$ cat src/rtl/fsk_tx_scheduler.sv
// fsk_tx_scheduler: round-robin arbiter feeding one FSK modulator with framed preamble, LSB-first data and idle gap
module fsk_tx_scheduler #(
    parameter int NREQ       = 4,
    parameter int WIDTH      = 12,
    parameter int BIT_CYCLES = 32,
    parameter int MARK_HALF  = 2,
    parameter int SPACE_HALF = 8,
    parameter int PRE_BITS   = 4,
    parameter int GAP_BITS   = 2
) (
    input  logic                      clk,
    input  logic                      reset,
    input  logic [NREQ-1:0]           req,
    input  logic [NREQ*WIDTH-1:0]     data_in,
    output logic [NREQ-1:0]           gnt,
    output logic                      busy,
    output logic [$clog2(NREQ)-1:0]   tx_chan,
    output logic                      fsk_out,
    output logic                      sym_clk,
    output logic                      frame_done
);
    localparam int CW   = $clog2(NREQ);
    localparam int SW   = $clog2(BIT_CYCLES);
    localparam int MAXB = WIDTH > PRE_BITS ? (WIDTH > GAP_BITS ? WIDTH : GAP_BITS)
                                           : (PRE_BITS > GAP_BITS ? PRE_BITS : GAP_BITS);
    localparam int BW   = $clog2(MAXB + 1);
    localparam int HMAX = MARK_HALF > SPACE_HALF ? MARK_HALF : SPACE_HALF;
    localparam int TW   = $clog2(HMAX + 1);

    if (BIT_CYCLES % (2*MARK_HALF) != 0 || BIT_CYCLES % (2*SPACE_HALF) != 0) begin : g_bad_timing
        $error("BIT_CYCLES must be a multiple of 2*MARK_HALF and 2*SPACE_HALF");
    end

    typedef enum logic [1:0] {IDLE, SYNC, DATA, GAP} state_t;

    state_t           state, state_n;
    logic [SW-1:0]    sym_cnt, sym_cnt_n;
    logic [BW-1:0]    bit_idx, bit_idx_n;
    logic [TW-1:0]    tone_cnt, tone_cnt_n;
    logic [WIDTH-1:0] word, word_sel;
    logic [CW-1:0]    rr_ptr, sel, hi_sel, lo_sel;
    logic             hi_found, sym_last, bit_last, sym_bit, tone_hit, active_n, fsk_n;

    always_comb begin
        hi_found = 1'b0;
        hi_sel   = '0;
        lo_sel   = '0;
        word_sel = '0;
        // lowest requester at or above rr_ptr wins, otherwise wrap to the lowest overall
        for (int i = NREQ-1; i >= 0; i--) begin
            if (req[i] && CW'(i) >= rr_ptr) begin
                hi_found = 1'b1;
                hi_sel   = CW'(i);
            end
            if (req[i]) lo_sel = CW'(i);
        end
        sel = hi_found ? hi_sel : lo_sel;
        for (int i = 0; i < NREQ; i++)
            if (sel == CW'(i)) word_sel = data_in[i*WIDTH +: WIDTH];
        sym_last = sym_cnt == SW'(BIT_CYCLES-1);
        bit_last = state == SYNC ? bit_idx == BW'(PRE_BITS-1) :
                   state == DATA ? bit_idx == BW'(WIDTH-1) : bit_idx == BW'(GAP_BITS-1);
        sym_bit  = state == SYNC ? ~bit_idx[0] : |(word & (WIDTH'(1) << bit_idx));
        tone_hit = tone_cnt == (sym_bit ? TW'(MARK_HALF-1) : TW'(SPACE_HALF-1));
        state_n  = state;
        if (state == IDLE)
            state_n = |req ? SYNC : IDLE;
        else if (sym_last && bit_last)
            state_n = state == SYNC ? DATA : state == DATA ? GAP : IDLE;
        sym_cnt_n  = (state_n != state || sym_last || state == IDLE) ? '0 : sym_cnt + 1'b1;
        bit_idx_n  = state_n != state ? '0 : bit_idx + BW'(sym_last);
        active_n   = state_n == SYNC || state_n == DATA;
        // every symbol restarts its tone high; the gap and idle are silent
        fsk_n      = active_n && (sym_cnt_n == '0 || (tone_hit ? ~fsk_out : fsk_out));
        tone_cnt_n = (active_n && sym_cnt_n != '0 && !tone_hit) ? tone_cnt + 1'b1 : '0;
    end

    always_ff @(posedge clk or negedge reset) begin
        if (!reset) begin
            state    <= IDLE;
            sym_cnt  <= '0;
            bit_idx  <= '0;
            tone_cnt <= '0;
            fsk_out  <= 1'b0;
            word     <= '0;
            tx_chan  <= '0;
            rr_ptr   <= '0;
            gnt      <= '0;
        end else begin
            state    <= state_n;
            sym_cnt  <= sym_cnt_n;
            bit_idx  <= bit_idx_n;
            tone_cnt <= tone_cnt_n;
            fsk_out  <= fsk_n;
            gnt      <= '0;
            if (state == IDLE && |req) begin
                gnt     <= NREQ'(1) << sel;
                word    <= word_sel;
                tx_chan <= sel;
                rr_ptr  <= sel == CW'(NREQ-1) ? '0 : sel + 1'b1;
            end
        end
    end

    assign busy       = state != IDLE;
    assign sym_clk    = busy && sym_cnt < SW'(BIT_CYCLES/2);
    assign frame_done = state == GAP && sym_last && bit_last;
endmodule

$ cat config.mk
export PLATFORM = sky130hd
export DESIGN_NAME = fsk_tx_scheduler
export DESIGN_NICKNAME = d
export VERILOG_FILES = /design/src/rtl/fsk_tx_scheduler.sv
export SDC_FILE = /design/constraint.sdc
export NUM_CORES = 1
export LEC_CHECK = 0
export ABC_AREA = 0
export CORE_AREA = 2 2 74 76
export DETAILED_ROUTE_END_ITERATION = 8
export DIE_AREA = 0 0 76 78
export GPL_ROUTABILITY_DRIVEN = 0
export PLACE_DENSITY = 0.81
export SLEW_MARGIN = 10
export SYNTH_ARGS = -nofsm -noshare
export SYNTH_HDL_FRONTEND = slang
export SYNTH_SLANG_ARGS = --single-unit
$ cat constraint.sdc
create_clock -name clk -period 3 [get_ports clk]
set_clock_uncertainty 0.1 [all_clocks]
set_input_delay 0.9 -clock clk [delete_from_list [all_inputs] [get_ports clk]]
set_output_delay 0.9 -clock clk [all_outputs]
set_load 0.02 [all_outputs]
==> out/summary.txt <==
Outcome - finished clean
WL per Instance - 13.1 microns
Cell variety after synth - 45
Fmax achieved - 343 MHz
Critical R2R Launch - sym_cnt[0]$_DFF_PN0_
PwrDens - 317 nW/um^2
Static leakage - 1.41 nW
Clock slew at reported path FFs - 0.07 ns
DIE HEIGHT - 78 microns
CTS tree - yes
Final non-filler cell area - 3240 sq um
Num ports - 64
Slew Viols, Final - 0
Worst-path cell chain - clkdlybuf4s50_1 -> a21oi_1 -> a31oi_1 -> nand2_2 -> inv_1 -> ha_2 -> buf_4 -> nand3b_1 -> a21oi_1 -> a21oi_1 -> nor2_1 -> a21oi_1 -> o21ai_1
Core ar. - 5040 sq um
Worst min-delay path startpoint - tone_cnt[0]$_DFF_PN0_
Gate Count Post-Synth - 245
Via count - 2076
Compound-Gate Fraction of Synth Area - 19.2%
# port buffers - 63
Required time of the critical path - 3.07 ns
Cell row count - 26
Vias in the first global route - 2107
Mapped Area - 2240 sq um
Ys flop type - dfrtp_1
Main combinational cell family by area after synthesis - simple AND/OR/NAND/NOR gates
Rel. slew slack - 64.2%
Avg Vias per Cell - 5.20
CTS H-Tree Depth - 2
Max incr delay on CP - 0.54 ns
Biggest area consumer among synthesized cells - dfrtp_1
Antenna violations before repair - 0
Simple-Gate Fraction of Synth Area - 20.5%
Min-Delay Path Class - reg2reg
Post-DRT Antenna Nets - 0
DP Worst Slack - -0.458 ns
Fraction of layout instances using a drive strength above 1 - 17.6%
XOR/XNOR Fraction of Synth Area - 3.91%
Min Clock Period, post-route - 2.91 ns
Worst-margin pin slew - 0.533 ns
Sequential share of the synthesized area - 40.2%
Nets - 395
DRT Wirelength - 5220 microns
#FFs+latches synth - 36
Data arrival, critical path - 2.98 ns
CTS sink count - 36
Portion of netlist area occupied by mux cells - 3.96%
Area Growth Syn to Fin - 44.7%
Dpl hpwl - 3980 microns
Die ar. - 5930 sq um
Post-Syn Nets - 312
CP endpoint kind - flip-flop
Final core utilization - 64.3%
Final hold violations - 0
Iteration count of the initial detailed-routing pass - 4
Initial Utilization - 44.4%
Worst VDD drop - 0.000232 V
DRC Markers - 0
WHS - 0.378 ns
Synthesized area per cell - 9.15 sq um
Die width - 76 microns
Syn. warnings - 0
Worst path slowest cell - clkdlybuf4s50_1
Placed Instance Area - 3090 sq um
Setup crit start - req[1]
Setup-failing EPs final - 0
Max cap viols - 0
Fillers - 431
Startpoint Class - primary input
CP max FO - 14
GRT Total Usage - 18.9%
Post-synth EDFFs - 0
Met3 usage - 6.28%
Clock buffer depth - 2
Clk root buf - clkbuf_8
Worst R2R Setup Slack - 0.61 ns
Top cell by count, worst path - a21oi_1
Top post-synthesis cells by area - dfrtp_1 (40%), ha_1 (7.3%), a221oi_1 (4.7%), o21ai_0 (4.0%), nor2_1 (4.0%)
CTS buffer count - 5
Largest net degree at the start of global routing - 37
Initial DRC count - 80
Met2 usage - 32.4%
GRT busiest layer - met2
# diodes - 0
First-pass GRT wire length - 9040 microns
Synth Area in Adders - 7.26%
Final worst slack - 0.0877 ns
Worst-Skew Late Latency - 0.29 ns
Final period utilization - 97.1%
Async set-or-reset flop fraction in the synthesized netlist - 100%
WS Path Type - in2reg
Synth top area share - 40.2%
Grt total ovfl - 0
Final total power - 0.00103 W
Met1 Use GR - 21.9%
layout make-up:
type | instances | area (sq um) | area share [%]
inverter | 12 | 45.0 | 1.39
clock buffer | 8 | 90.1 | 2.78
sequential | 36 | 901 | 27.8
timing repair buffer | 89 | 836 | 25.8
tap | 70 | 87.6 | 2.70
multi-input combinational | 184 | 1280 | 39.6
registers in the layout, indices dropped and copies added, names as in the netlist:
signal / cells
word: 12
state: 2
rr_ptr: 2
gnt: 4
sym_cnt: 5
tx_chan: 2
tone_cnt: 4
bit_idx: 4
fsk_out: 1
critical path, delay by kind of cell:
| family | cells | cell delay (ns) |
|---|---|---|
| adders and majority gates | 1 | 0.24 |
| AOI/OAI and AO/OA | 6 | 0.69 |
| buffers and inverters | 3 | 0.85 |
| and+or+nand+nor | 3 | 0.30 |
final timing paths:
path / end / cells past startpoint
min: tone_cnt[0]$_DFF_PN0_ / 1
max: word[7]$_DFFE_PN0P_ / 13
max reg2reg: bit_idx[1]$_DFF_PN0_ / 9
max in group asynchronous: tone_cnt[1]$_DFF_PN0_ / 2
min in group asynchronous: sym_cnt[4]$_DFF_PN0_ / 2
min reg2reg: tone_cnt[0]$_DFF_PN0_ / 1
synthesized netlist by cell type (all sizes together) (4+ instances only):
| library cell | number |
|---|---|
| dfrtp | 36 |
| nor2 | 24 |
| nand2 | 23 |
| o21ai | 20 |
| nor3 | 18 |
| a21oi | 16 |
| ha | 13 |
| a221oi | 12 |
| inv | 12 |
| clkbuf | 11 |
| nand3 | 5 |
| xnor2 | 5 |
| xor2 | 5 |
| and2 | 4 |
| mux2i | 4 |
| nor3b | 4 |
cells by family after synthesis:
kind of cell	Yosys count
AO/OA/AOI/OAI	62
XOR/XNOR	10
adder cells (fa/ha/maj)	13
buffers and inverters	26
flip-flops	36
multiplexers	7
AND/OR/NAND/NOR	91
routing by layer:
metal / wire [microns] / up-vias / share of wire (%)
met3: 372 / 5 / 7.1
met1: 2250 / 969 / 43
met5: 0 / - / 0
li1: - / 1040 / -
met2: 2520 / 62 / 48
met4: 70 / 0 / 1.3
metrics by stage:
stage,cells,TNS [ns]
floorplan,245,0
global route,399,-0.0490
CTS,397,0
detailed placement,389,-4.67
global placement,389,-3.24
finish,399,0
cell usage in the layout, fill, tap and decap left out, types with 4 or more instances in the layout:
| cell type | count |
|---|---|
| nand3_1 | 5 |
| a21oi_1 | 16 |
| o21ai_0 | 16 |
| dfrtp_1 | 36 |
| xnor2_1 | 5 |
| clkdlybuf4s50_1 | 61 |
| a221oi_1 | 9 |
| nor2_1 | 23 |
| inv_1 | 11 |
| ha_1 | 10 |
| clkbuf_8 | 6 |
| and2_1 | 4 |
| o21ai_1 | 4 |
| xor2_1 | 5 |
| mux2i_1 | 4 |
| buf_4 | 25 |
| nor3_1 | 15 |
| nand2_1 | 22 |
power by group:
part	total [W]	internal [W]	switching, W
combinational	0.000182	0.000108	0.0000735
clock	0.000359	0.000187	0.000172
sequential	0.000485	0.000485	0
total	0.00103	0.000781	0.000246
timing repair:
item                                    in CTS  in global routing
endpoints found under the setup margin      13                 13
pin swaps                                    0                  2
gates resized for setup                      3                 15
setup buffers                                0                  1
cloned                                       0                  1
hold buffers                                 0                  0
No activity file was read; power rests on OpenSTA's default activity.
